==> src/rtl/counter_monitor_pkg.sv <==
// rtl/counter_monitor_pkg.sv - shared state enum, default widths and the counter step function
package counter_monitor_pkg;

  localparam int DEFAULT_WIDTH     = 8;
  localparam int DEFAULT_ERR_CNT_W = 8;
  localparam int MAX_WIDTH         = 64;

  typedef enum logic [1:0] {
    ST_IDLE  = 2'd0,
    ST_TRACK = 2'd1,
    ST_FAULT = 2'd2
  } state_t;

  // Computed at MAX_WIDTH; callers truncate to their own width, which gives mod 2^WIDTH wrap.
  function automatic logic [MAX_WIDTH-1:0] step(input logic [MAX_WIDTH-1:0] v,
                                                input logic en,
                                                input logic dir);
    if (!en)
      return v;
    else if (dir)
      return v + MAX_WIDTH'(1);
    else
      return v - MAX_WIDTH'(1);
  endfunction

endpackage

==> src/rtl/counter_monitor_if.sv <==
// rtl/counter_monitor_if.sv - observed-counter stimulus and monitor result signals
interface counter_monitor_if import counter_monitor_pkg::*; #(
  parameter int WIDTH     = DEFAULT_WIDTH,
  parameter int ERR_CNT_W = DEFAULT_ERR_CNT_W
) ();

  logic                 enable;
  logic                 direction;
  logic [WIDTH-1:0]     counter_in;
  logic [WIDTH-1:0]     expected;
  logic                 locked;
  logic                 mismatch;
  logic                 err;
  logic [ERR_CNT_W-1:0] err_count;

  modport master (
    output enable, direction, counter_in,
    input  expected, locked, mismatch, err, err_count
  );

  modport slave (
    input  enable, direction, counter_in,
    output expected, locked, mismatch, err, err_count
  );

endinterface

==> src/rtl/counter_model.sv <==
// rtl/counter_model.sv - expected-value register advanced by the step function
module counter_model import counter_monitor_pkg::*; #(
  parameter int WIDTH = DEFAULT_WIDTH
) (
  input  logic             clk,
  input  logic             rst,
  input  logic             advance,
  input  logic             resync,
  input  logic             enable,
  input  logic             direction,
  input  logic [WIDTH-1:0] counter_in,
  output logic [WIDTH-1:0] expected
);

  // resync reseeds from the observed value; advance predicts from our own value.
  always_ff @(posedge clk) begin
    if (rst)
      expected <= '0;
    else if (resync)
      expected <= WIDTH'(step(MAX_WIDTH'(counter_in), enable, direction));
    else if (advance)
      expected <= WIDTH'(step(MAX_WIDTH'(expected), enable, direction));
  end

endmodule

==> src/rtl/counter_monitor.sv <==
// rtl/counter_monitor.sv - up/down counter checker FSM; COUNTER_MONITOR_RESYNC_EN enables one-cycle FAULT recovery
module counter_monitor import counter_monitor_pkg::*; #(
  parameter int WIDTH     = DEFAULT_WIDTH,
  parameter int ERR_CNT_W = DEFAULT_ERR_CNT_W
) (
  input  logic              clk,
  input  logic              rst,
  counter_monitor_if.slave  mon
);

  state_t               state;
  logic [WIDTH-1:0]     expected_q;
  logic                 locked_q;
  logic                 mismatch_q;
  logic                 err_q;
  logic [ERR_CNT_W-1:0] err_count_q;
  logic                 compare;
  logic                 resync;
  logic                 hit;

  assign compare = (state != ST_FAULT);
  assign hit     = (mon.counter_in == expected_q);

`ifdef COUNTER_MONITOR_RESYNC_EN
  assign resync = (state == ST_FAULT);
`else
  assign resync = 1'b0;
`endif

  counter_model #(.WIDTH(WIDTH)) u_model (
    .clk        (clk),
    .rst        (rst),
    .advance    (compare),
    .resync     (resync),
    .enable     (mon.enable),
    .direction  (mon.direction),
    .counter_in (mon.counter_in),
    .expected   (expected_q)
  );

  always_ff @(posedge clk) begin
    if (rst) begin
      state       <= ST_IDLE;
      locked_q    <= 1'b0;
      mismatch_q  <= 1'b0;
      err_q       <= 1'b0;
      err_count_q <= '0;
    end else begin
      case (state)
        ST_IDLE, ST_TRACK: begin
          mismatch_q <= !hit;
          if (hit) begin
            state    <= ST_TRACK;
            locked_q <= 1'b1;
          end else begin
            state    <= ST_FAULT;
            locked_q <= 1'b0;
            err_q    <= 1'b1;
            if (err_count_q != '1)
              err_count_q <= err_count_q + ERR_CNT_W'(1);
          end
        end
        ST_FAULT: begin
          mismatch_q <= 1'b0;
`ifdef COUNTER_MONITOR_RESYNC_EN
          state      <= ST_TRACK;
          locked_q   <= 1'b1;
`else
          state      <= ST_FAULT;
          locked_q   <= 1'b0;
`endif
        end
        default: begin
          state      <= ST_IDLE;
          locked_q   <= 1'b0;
          mismatch_q <= 1'b0;
        end
      endcase
    end
  end

  assign mon.expected  = expected_q;
  assign mon.locked    = locked_q;
  assign mon.mismatch  = mismatch_q;
  assign mon.err       = err_q;
  assign mon.err_count = err_count_q;

endmodule

==> src/flat_wrapper.sv <==
// flat-port wrapper written by rule: the top's interface ports become plain ports
module counter_monitor_flat import counter_monitor_pkg::*;
#(
  parameter int WIDTH     = DEFAULT_WIDTH,
  parameter int ERR_CNT_W = DEFAULT_ERR_CNT_W
)
  (clk, rst, mon_enable, mon_direction, mon_counter_in, mon_expected, mon_locked, mon_mismatch, mon_err, mon_err_count);
  counter_monitor_if #(.WIDTH(WIDTH), .ERR_CNT_W(ERR_CNT_W)) mon_i ();
  input  logic clk;
  input  logic rst;
  input wire logic [$bits(mon_i.enable)-1:0] mon_enable;
  input wire logic [$bits(mon_i.direction)-1:0] mon_direction;
  input wire logic [$bits(mon_i.counter_in)-1:0] mon_counter_in;
  output wire logic [$bits(mon_i.expected)-1:0] mon_expected;
  output wire logic [$bits(mon_i.locked)-1:0] mon_locked;
  output wire logic [$bits(mon_i.mismatch)-1:0] mon_mismatch;
  output wire logic [$bits(mon_i.err)-1:0] mon_err;
  output wire logic [$bits(mon_i.err_count)-1:0] mon_err_count;
  assign mon_i.enable = mon_enable;
  assign mon_i.direction = mon_direction;
  assign mon_i.counter_in = mon_counter_in;
  assign mon_expected = mon_i.expected;
  assign mon_locked = mon_i.locked;
  assign mon_mismatch = mon_i.mismatch;
  assign mon_err = mon_i.err;
  assign mon_err_count = mon_i.err_count;
  counter_monitor #(.WIDTH(WIDTH), .ERR_CNT_W(ERR_CNT_W)) u_core (.clk(clk), .rst(rst), .mon(mon_i));
endmodule
==> config.mk <==
export PLATFORM = sky130hd
export DESIGN_NAME = counter_monitor_flat
export DESIGN_NICKNAME = d
export VERILOG_FILES = /design/src/rtl/counter_monitor_pkg.sv /design/src/rtl/counter_monitor_if.sv /design/src/rtl/counter_model.sv /design/src/rtl/counter_monitor.sv /design/src/flat_wrapper.sv
export SDC_FILE = /design/constraint.sdc
export NUM_CORES = 1
export LEC_CHECK = 0
export ABC_CLOCK_PERIOD_IN_PS = 5200
export BUFFER_PORTS_ARGS = -buffer_cell sky130_fd_sc_hd__buf_2
export CAP_MARGIN = 20
export CORE_MARGIN = 5
export CORE_UTILIZATION = 35
export CTS_CLUSTER_DIAMETER = 80
export DETAILED_ROUTE_END_ITERATION = 12
export GPL_ROUTABILITY_DRIVEN = 0
export GPL_TIMING_DRIVEN = 0
export MAX_ROUTING_LAYER = met4
export RECOVER_POWER = 25
export SKIP_LAST_GASP = 1
export SLEW_MARGIN = 20
export SYNTH_ARGS = -nofsm -noshare
export SYNTH_HDL_FRONTEND = slang
export SYNTH_SLANG_ARGS = --single-unit
==> constraint.sdc <==
create_clock -name clk -period 5.2 [get_ports clk]
set_input_delay 0.26 -clock clk [delete_from_list [all_inputs] [get_ports clk]]
set_output_delay 0.26 -clock clk [all_outputs]
set_load 0.01 [all_outputs]
**After elaboration in Yosys (flattened, before gate mapping)**

Index checks and enable logic that the tools add are counted.
Widths: inputs -> output; s select.

- Register bits: 21
- Input bits: 12

- Mux-type cells: 4
- Reductions and logical operators: 7
- Bitwise operators: 2
- Eq/ne operators: 5
- Add/sub/neg operators: 3

Operator list:

| kind | number |
|---|---|
| $add 8x1->8 const B | 2 |
| $eq 8x8->1 | 1 |
| $mux 8 | 1 |
| $ne 8x8->1 const B | 1 |
| $sub 8x1->8 const B | 1 |
| $pmux 2 s2 | 1 |
| $reduce_and 2->1 | 2 |
| $reduce_or 2->1 | 2 |
| $reduce_and 3->1 | 1 |
| $eq 2x1->1 const B | 1 |
| $eq 2x2->1 const B | 1 |
| $logic_not 2->1 | 1 |
| $mux 2 | 1 |
| $ne 2x2->1 const B | 1 |
| $not 1->1 | 2 |
| $logic_not 1->1 | 1 |
| $mux 1 | 1 |

**Logic depth before layout (Yosys ltp)**

Gate-level depths: netlist (run 1).

- Depth in word-level cells: 4
- Depth in mapped cells: 7

**By module**

From an unflattened synthesis (run 1), not the netlist that was laid out.

- Cell total of the unflattened synthesis: 201
- Area, all modules: 1,734.2 um^2

By module, submodules not included:

| module | seq. area each (um^2) | cells each | area an instance (um^2) | times used |
|---|---|---|---|---|
| counter_model | 160.2 | 128 | 1,044.8 | 1 |
| counter_monitor | 260.2 | 73 | 689.4 | 1 |

**Worst setup path after synthesis (run 1)**

OpenSTA, ideal clock, no wires.

- Path kind: input to register
- Start point: input mon_direction
- End point: register u_core.u_model.expected[7]
- Stages on the path: 6
- Data arrival time: 1,859 ps
- Path slack: 3,218 ps
- Data required time: 5,077 ps
- Path buffers: 0
- Library setup time: 123 ps
- Cells stage by stage: inv_1 -> ha_1 -> or4_1 -> o22ai_1 -> mux2_2 -> mux2_1

- Word-level cells in the longest chain between the ends: 1

RTL lines:

| element | RTL line | text |
|---|---|---|
| from (decl) | flat_wrapper.sv:12 | `input wire logic [$bits(mon_i.direction)-1:0] mon_direction;` |
| $mux 8 | counter_monitor_pkg.sv:20 | `else if (dir)` |
| to (signal assigned) | counter_model.sv:20 | `expected <= WIDTH'(step(MAX_WIDTH'(counter_in), enable, direction));` |
| to (signal assigned) | counter_model.sv:22 | `expected <= WIDTH'(step(MAX_WIDTH'(expected), enable, direction));` |
| to (decl) | counter_model.sv:12 | `output logic [WIDTH-1:0] expected` |

Every way passes these cells.
A chain may end at the register's enable or synchronous reset.

**Worst setup path after layout (run 1)**

- Start point: register u_core.u_model.expected[1]
- End point: register u_core.u_model.expected[7]

- Word-level cells in the longest chain between the ends: 2

RTL lines:

| element | RTL line |
|---|---|
| $sub 8x1->8 / $add 8x1->8 (equally long branches) | counter_monitor_pkg.sv:23, counter_monitor_pkg.sv:21 |
| $mux 8 * | counter_monitor_pkg.sv:20 |

Every way passes the cells marked *; elsewhere a longest branch is shown, timed or not.

==> flow_summary.toml, run 1 <==
[sta]
finalHoldViolations = 0
layout_min_cycle_time_ns = 2.11
max_freq_ghz = 0.474
slew_viol_final = 0
setup_viol = 0
relSlewSlack = 0.700
setup_slack_ns = 3.09
skew_ns = 0.00694
rsz0062_at_grt = "no"
finalCritPeriodShare = 0.405
tightest_slew_ns = 0.450
final.setup.tns_ns = 0

[grt]
grt_max_degree = 13
grt_overflow = 0
grt_util_all_layers = 0.128
grt_antenna_before_repair = 0
grt_pass1_vias = 1023
grt_pass1_wl_um = 4410

[cts]
insertion_delay_ns = 0.31
cts_root_buffer = "clkbuf_4"
cts-resized-gates = 0
cts_num_sinks = 21
numCtsBuffers = 3
cts_tree = "done"
cts_hold_buf = 0
path_clk_slew_ns = 0.13
clk_path_buf_depth = 2
htree_levels = 1
postCtsSetupBuffers = 0

[final_layout]
fin_nets = 190
antenna_cells = 0
synthToLayoutAreaGrowth_pct = 18.4
drive_gt1_frac = 0.195
n_fill_cell = 365
fin_util = 0.429

[routing]
vias = 1108
routedWlPerCell_um = 12.8
avgViaCountPerCell = 5.15
wl_um = 2750
drt-initial-drc-count = 70
drt_pass1_iterations = 4
remaining_drc_errors = 0
ant_nets = 0

[hold_path]
holdCritStartpoint = "mon_enable"
min_path_cells = 3
min_to = "u_core.u_model.expected[1]"
holdCritPathClass = "in -> reg"

[yosys]
synth-async-reset-ratio = 0
ys_seq_area_frac = 0.348
synth_compound_area_frac = 0.175
yosysUniqueCellTypes = 41
synthCells = 135
synth_top_family_by_area = "simple AND/OR/NAND/NOR gates"
netlist_area_mm2 = 0.00121
synth-edff-count = 0
synthMuxAreaShare = 0.0455
synth_common_cells = "dfxtp_1 (21), nor2_1 (13), xnor2_1 (10)"
ys_seq_elements = 21
yosys.area_share.simple = 0.233
synth_top_area_frac = 0.348
synth.largest_area_cell = "dfxtp_1"
yosysMostFrequentCell = "dfxtp_1"
yosysWarnings = 0
synth_xor_area_frac = 0.0797
synthFlopType = "dfxtp_1"
netlist_top_cells_area = "dfxtp_1 (35%), ha_1 (7.2%), xnor2_1 (7.2%), nor2_1 (4.0%), a21oi_1 (3.7%)"
yosys.area_share.adder = 0.0890
syn_area_per_cell_um2 = 8.95
synth_nets = 155

[setup_path]
r2r_end = "u_core.u_model.expected[7]"
reg2reg_from = "u_core.u_model.expected[1]"
r2r_slack_ns = 3.09
cp-start-kind = "flip-flop"
cp-end-kind = "flip-flop"
reg2reg_depth = 6
crit_type = "reg -> reg"
arrival_ns = 2.32
cp.required_ns = 5.42
crit_fanout = 5

[pwr]
p_per_area_mw_per_mm2 = 252
vdd_drop_max_mv = 0.0922
power.leakage_nw = 0.595
finalPower_mw = 0.361

[flow_run]
cap_violations = 0

[die]
die_y_um = 68.8
start_util = 0.362
rows = 21
coreArea_mm2 = 0.00334
ios = 31
dieWidth_um = 68.8
dieArea_mm2 = 0.00473

[placement]
numPortBuffers = 30
pre_cts_ws_ns = 2.94
hpwl_um = 2100

[run_status]
status = "completed"
-- power breakdown --
part	internal (mW)	switching, mW
Sequential	0.171	0.0128
Combinational	0.0441	0.0510
Clock	0.0288	0.0533
-- logic make-up (layout without fill, tap and decap cells) --
group / Yosys count / count (layout)
AOI/OAI and AO/OA: 30 / 30
and+or+nand+nor: 51 / 51
adders and majority gates: 8 / 8
buffers and inverters: 9 / 43
muxes: 5 / 5
xor gates and xnor gates: 11 / 11
DFF: 21 / 21
-- area by class of cell --
cell class	instances	area (um^2)	share of cell area
buffer	4	17.5	0.0122
clock buffer	3	22.5	0.0157
clock inverter	1	5.00	0.00350
inverter	5	18.8	0.0131
multi-input combinational	105	752	0.525
sequential	21	420	0.294
tap	46	57.6	0.0402
timing repair buffer	30	138	0.0962
-- flip-flops by register name, summed over array words and instances, names as in the netlist --
register / flops
u_core.mon.err_count: 8
u_core.u_model.expected: 8
u_core.state: 2
u_core.mon.err: 1
u_core.mon.locked: 1
u_core.mon.mismatch: 1
-- cells in the final DEF, fill, tap and decap left out, types with 2 or more instances in the layout --
cell type	count
a21oi_1	9
a211oi_1	2
nand2_1	8
dfxtp_1	21
nand4_1	2
nor4b_1	2
or4_1	2
ha_1	7
inv_1	5
nor2b_1	3
mux2_1	2
clkbuf_1	12
xnor2_1	10
clkbuf_4	3
nor2_1	13
nor3_1	5
nor4_1	5
a21o_1	2
buf_2	22
o41ai_1	2
nand3_1	3
o21ai_0	5
mux2_2	2
o311ai_0	3
-- worst max-delay path by stage --
stage | cells after the start | startpoint | end
CTS | 6 | u_core.u_model.expected[1] | u_core.u_model.expected[7]
global placement | 8 | mon_direction | u_core.u_model.expected[7]
finish | 6 | u_core.u_model.expected[1] | u_core.u_model.expected[7]
global route | 6 | u_core.u_model.expected[1] | u_core.u_model.expected[7]
floorplan | 6 | mon_direction | u_core.u_model.expected[7]
detailed placement | 8 | mon_direction | u_core.u_model.expected[7]
-- worst max-delay path, stage by stage (launching register included) --
cell      delay [ns]
dfxtp_1         0.46
ha_1            0.28
a211oi_1        0.34
nor2_1          0.12
o22ai_1         0.14
mux2_2          0.36
mux2_1          0.31
-- routing by layer --
| metal | up-vias | global-route usage | wire [um] |
|---|---|---|---|
| li1 | 569 | - | - |
| met1 | 514 | 0.152 | 1300 |
| met2 | 21 | 0.212 | 1270 |
| met3 | 4 | 0.0162 | 130 |
| met4 | 0 | 0.0657 | 57 |
| met5 | - | - | 0 |
-- stage by stage --
stage                     cell area (um^2)  std cells  hold slack, ns
final                                 1430        215           0.205
after global placement                1420        211           0.433
after detailed placement              1420        211           0.443
after CTS                             1440        215           0.204
after floorplan                       1210        135           0.420
after global routing                  1430        215           0.199
Note: power is estimated with default switching activity, not from simulation.
==> inputs of run 2 (changes only) <==
Settings changed: ABC_CLOCK_PERIOD_IN_PS 5200 to 2000.
Clock period 5.2 ns to 2 ns, I/O delays scaled along.
==> run 2 against run 1 <==
- sequential power grew to 2.6 times the previous value
- clock power grew to 2.6 times the previous value
- via count grew 1.8%
- clock-buffer cell count unchanged
- sequential cell count did not move
- worst setup slack lost 3.1 ns
- fmax grew 6.5%
- utilization increased by 1.6 points
- routed wire length up 3.2%
- design area grew 3.8%
- clock skew grew 0.0014 ns
- highest routed layer unchanged
==> flow_summary.toml, run 2 (synthesis gave the netlist of run 1 again) <==
[cts]
cts_root_buffer = "clkbuf_4"
path_clk_slew_ns = 0.13
htree_levels = 1
cts_num_sinks = 21
cts_tree = "done"
clk_path_buf_depth = 2
insertion_delay_ns = 0.31
numCtsBuffers = 3

[hold_path]
holdCritPathClass = "in -> reg"

[grt]
grt_pass1_wl_um = 4570
grt_max_degree = 13
grt_util_all_layers = 0.131
grt_overflow = 0
grt_pass1_vias = 1080
grt_antenna_before_repair = 0

[placement]
hpwl_um = 2100
placed_cell_area_mm2 = 0.00142
numPortBuffers = 30

[sta]
relSlewSlack = 0.700
slew_viol_final = 0
max_freq_ghz = 0.505
finalHoldViolations = 0
setup_viol = 0
skew_ns = 0.00830
layout_min_cycle_time_ns = 1.98
finalCritPeriodShare = 0.989
rsz0062_at_grt = "yes"
tightest_slew_ns = 0.450

[pwr]
vdd_drop_max_mv = 0.240
finalPower_mw = 0.963
power.leakage_nw = 0.635
p_per_area_mw_per_mm2 = 648

[die]
coreArea_mm2 = 0.00334
ios = 31
rows = 21
die_y_um = 68.8
dieArea_mm2 = 0.00473
dieWidth_um = 68.8
start_util = 0.362

[setup_path]
worstPathCellList = "ha_1 > or4_1 > o22ai_2 > mux2_2 > mux2_1"
crit_type = "reg -> reg"
slowest_delay_ns = 0.51
cp.required_ns = 2.22
arrival_ns = 2.20
cp-start-kind = "flip-flop"
cp-end-kind = "flip-flop"
crit_slowest_cell = "or4_1"
crit_fanout = 5

[routing]
drt-initial-drc-count = 57
vias = 1128
avgViaCountPerCell = 5.17
drt_pass1_iterations = 4
wl_um = 2840
remaining_drc_errors = 0
ant_nets = 0
routedWlPerCell_um = 13.0

[final_layout]
design_area_mm2 = 0.00149
antenna_cells = 0
n_fill_cell = 369
drive_gt1_frac = 0.279
final_cell_mix = "buf_2 (25), dfxtp_1 (16), nor2_1 (13), xnor2_1 (10), clkbuf_1 (9)"
synthToLayoutAreaGrowth_pct = 23.0
mostFrequentLayoutCell = "buf_2"
fin_util = 0.445
fin_nets = 193

[run_status]
status = "completed"

[flow_run]
cap_violations = 0
-- run 2: final cells by class --
| cell class | count | area, um^2 | area share |
|---|---|---|---|
| multi-input cells | 105 | 769 | 0.518 |
| clock inverters | 1 | 5.00 | 0.00337 |
| inverters | 5 | 18.8 | 0.0126 |
| plain buffers | 4 | 17.5 | 0.0118 |
| repair buffers | 33 | 164 | 0.110 |
| clock buffers | 3 | 22.5 | 0.0152 |
| flip-flops and latches | 21 | 432 | 0.290 |
| well taps | 46 | 57.6 | 0.0387 |
-- run 2: final timing paths --
kind                                     end  depth (start not counted)  slack, ns                  startpoint
setup reg to reg  u_core.u_model.expected[7]                          5       0.02  u_core.u_model.expected[5]
hold / removal    u_core.u_model.expected[1]                          3       0.04                  mon_enable
hold reg to reg               u_core.mon.err                          2       0.46              u_core.mon.err
setup / recovery  u_core.u_model.expected[7]                          5       0.02  u_core.u_model.expected[5]
-- run 2: what timing repair did --
action                                  4_1_cts  5_1_grt
pin swaps                                     2        1
buffers inserted                              3        0
gates resized for setup                       9        3
endpoints found under the setup margin        1        2
hold buffers                                  0        0
-- run 2: power by group --
group          internal, mW  switching, mW  leakage [nW]
clock network        0.0748          0.139        0.0177
logic                 0.129          0.145         0.443
registers             0.447         0.0283         0.174
-- run 2: per-layer routing --
| metal | track usage | vias up | share of wire |
|---|---|---|---|
| met5 | - | - | 0 |
| met4 | 0.0657 | 0 | 0.021 |
| met3 | 0.0162 | 4 | 0.053 |
| met2 | 0.223 | 28 | 0.47 |
| met1 | 0.152 | 522 | 0.45 |
| li1 | - | 574 | - |
-- run 2: worst max-delay path: cells and delay by family, from the launching register on --
family | cells | cell delay, ns
and+or+nand+nor | 1 | 0.51
AOI/OAI and AO/OA | 1 | 0.11
muxes | 2 | 0.65
DFF | 1 | 0.36
adders and majority gates | 1 | 0.24
-- run 2: per-stage QoR --
stage	TNS (ns)	setup WS (ns)	std cells	hold WS, ns
finish	0	0.0216	218	0.0358
detailed placement	-0.100	-0.100	211	0.389
CTS	0	0.00334	218	0.0372
floorplan	0	0.0200	135	0.260
global route	-0.0264	-0.0264	218	0.0318
global placement	-0.0404	-0.0404	211	0.383
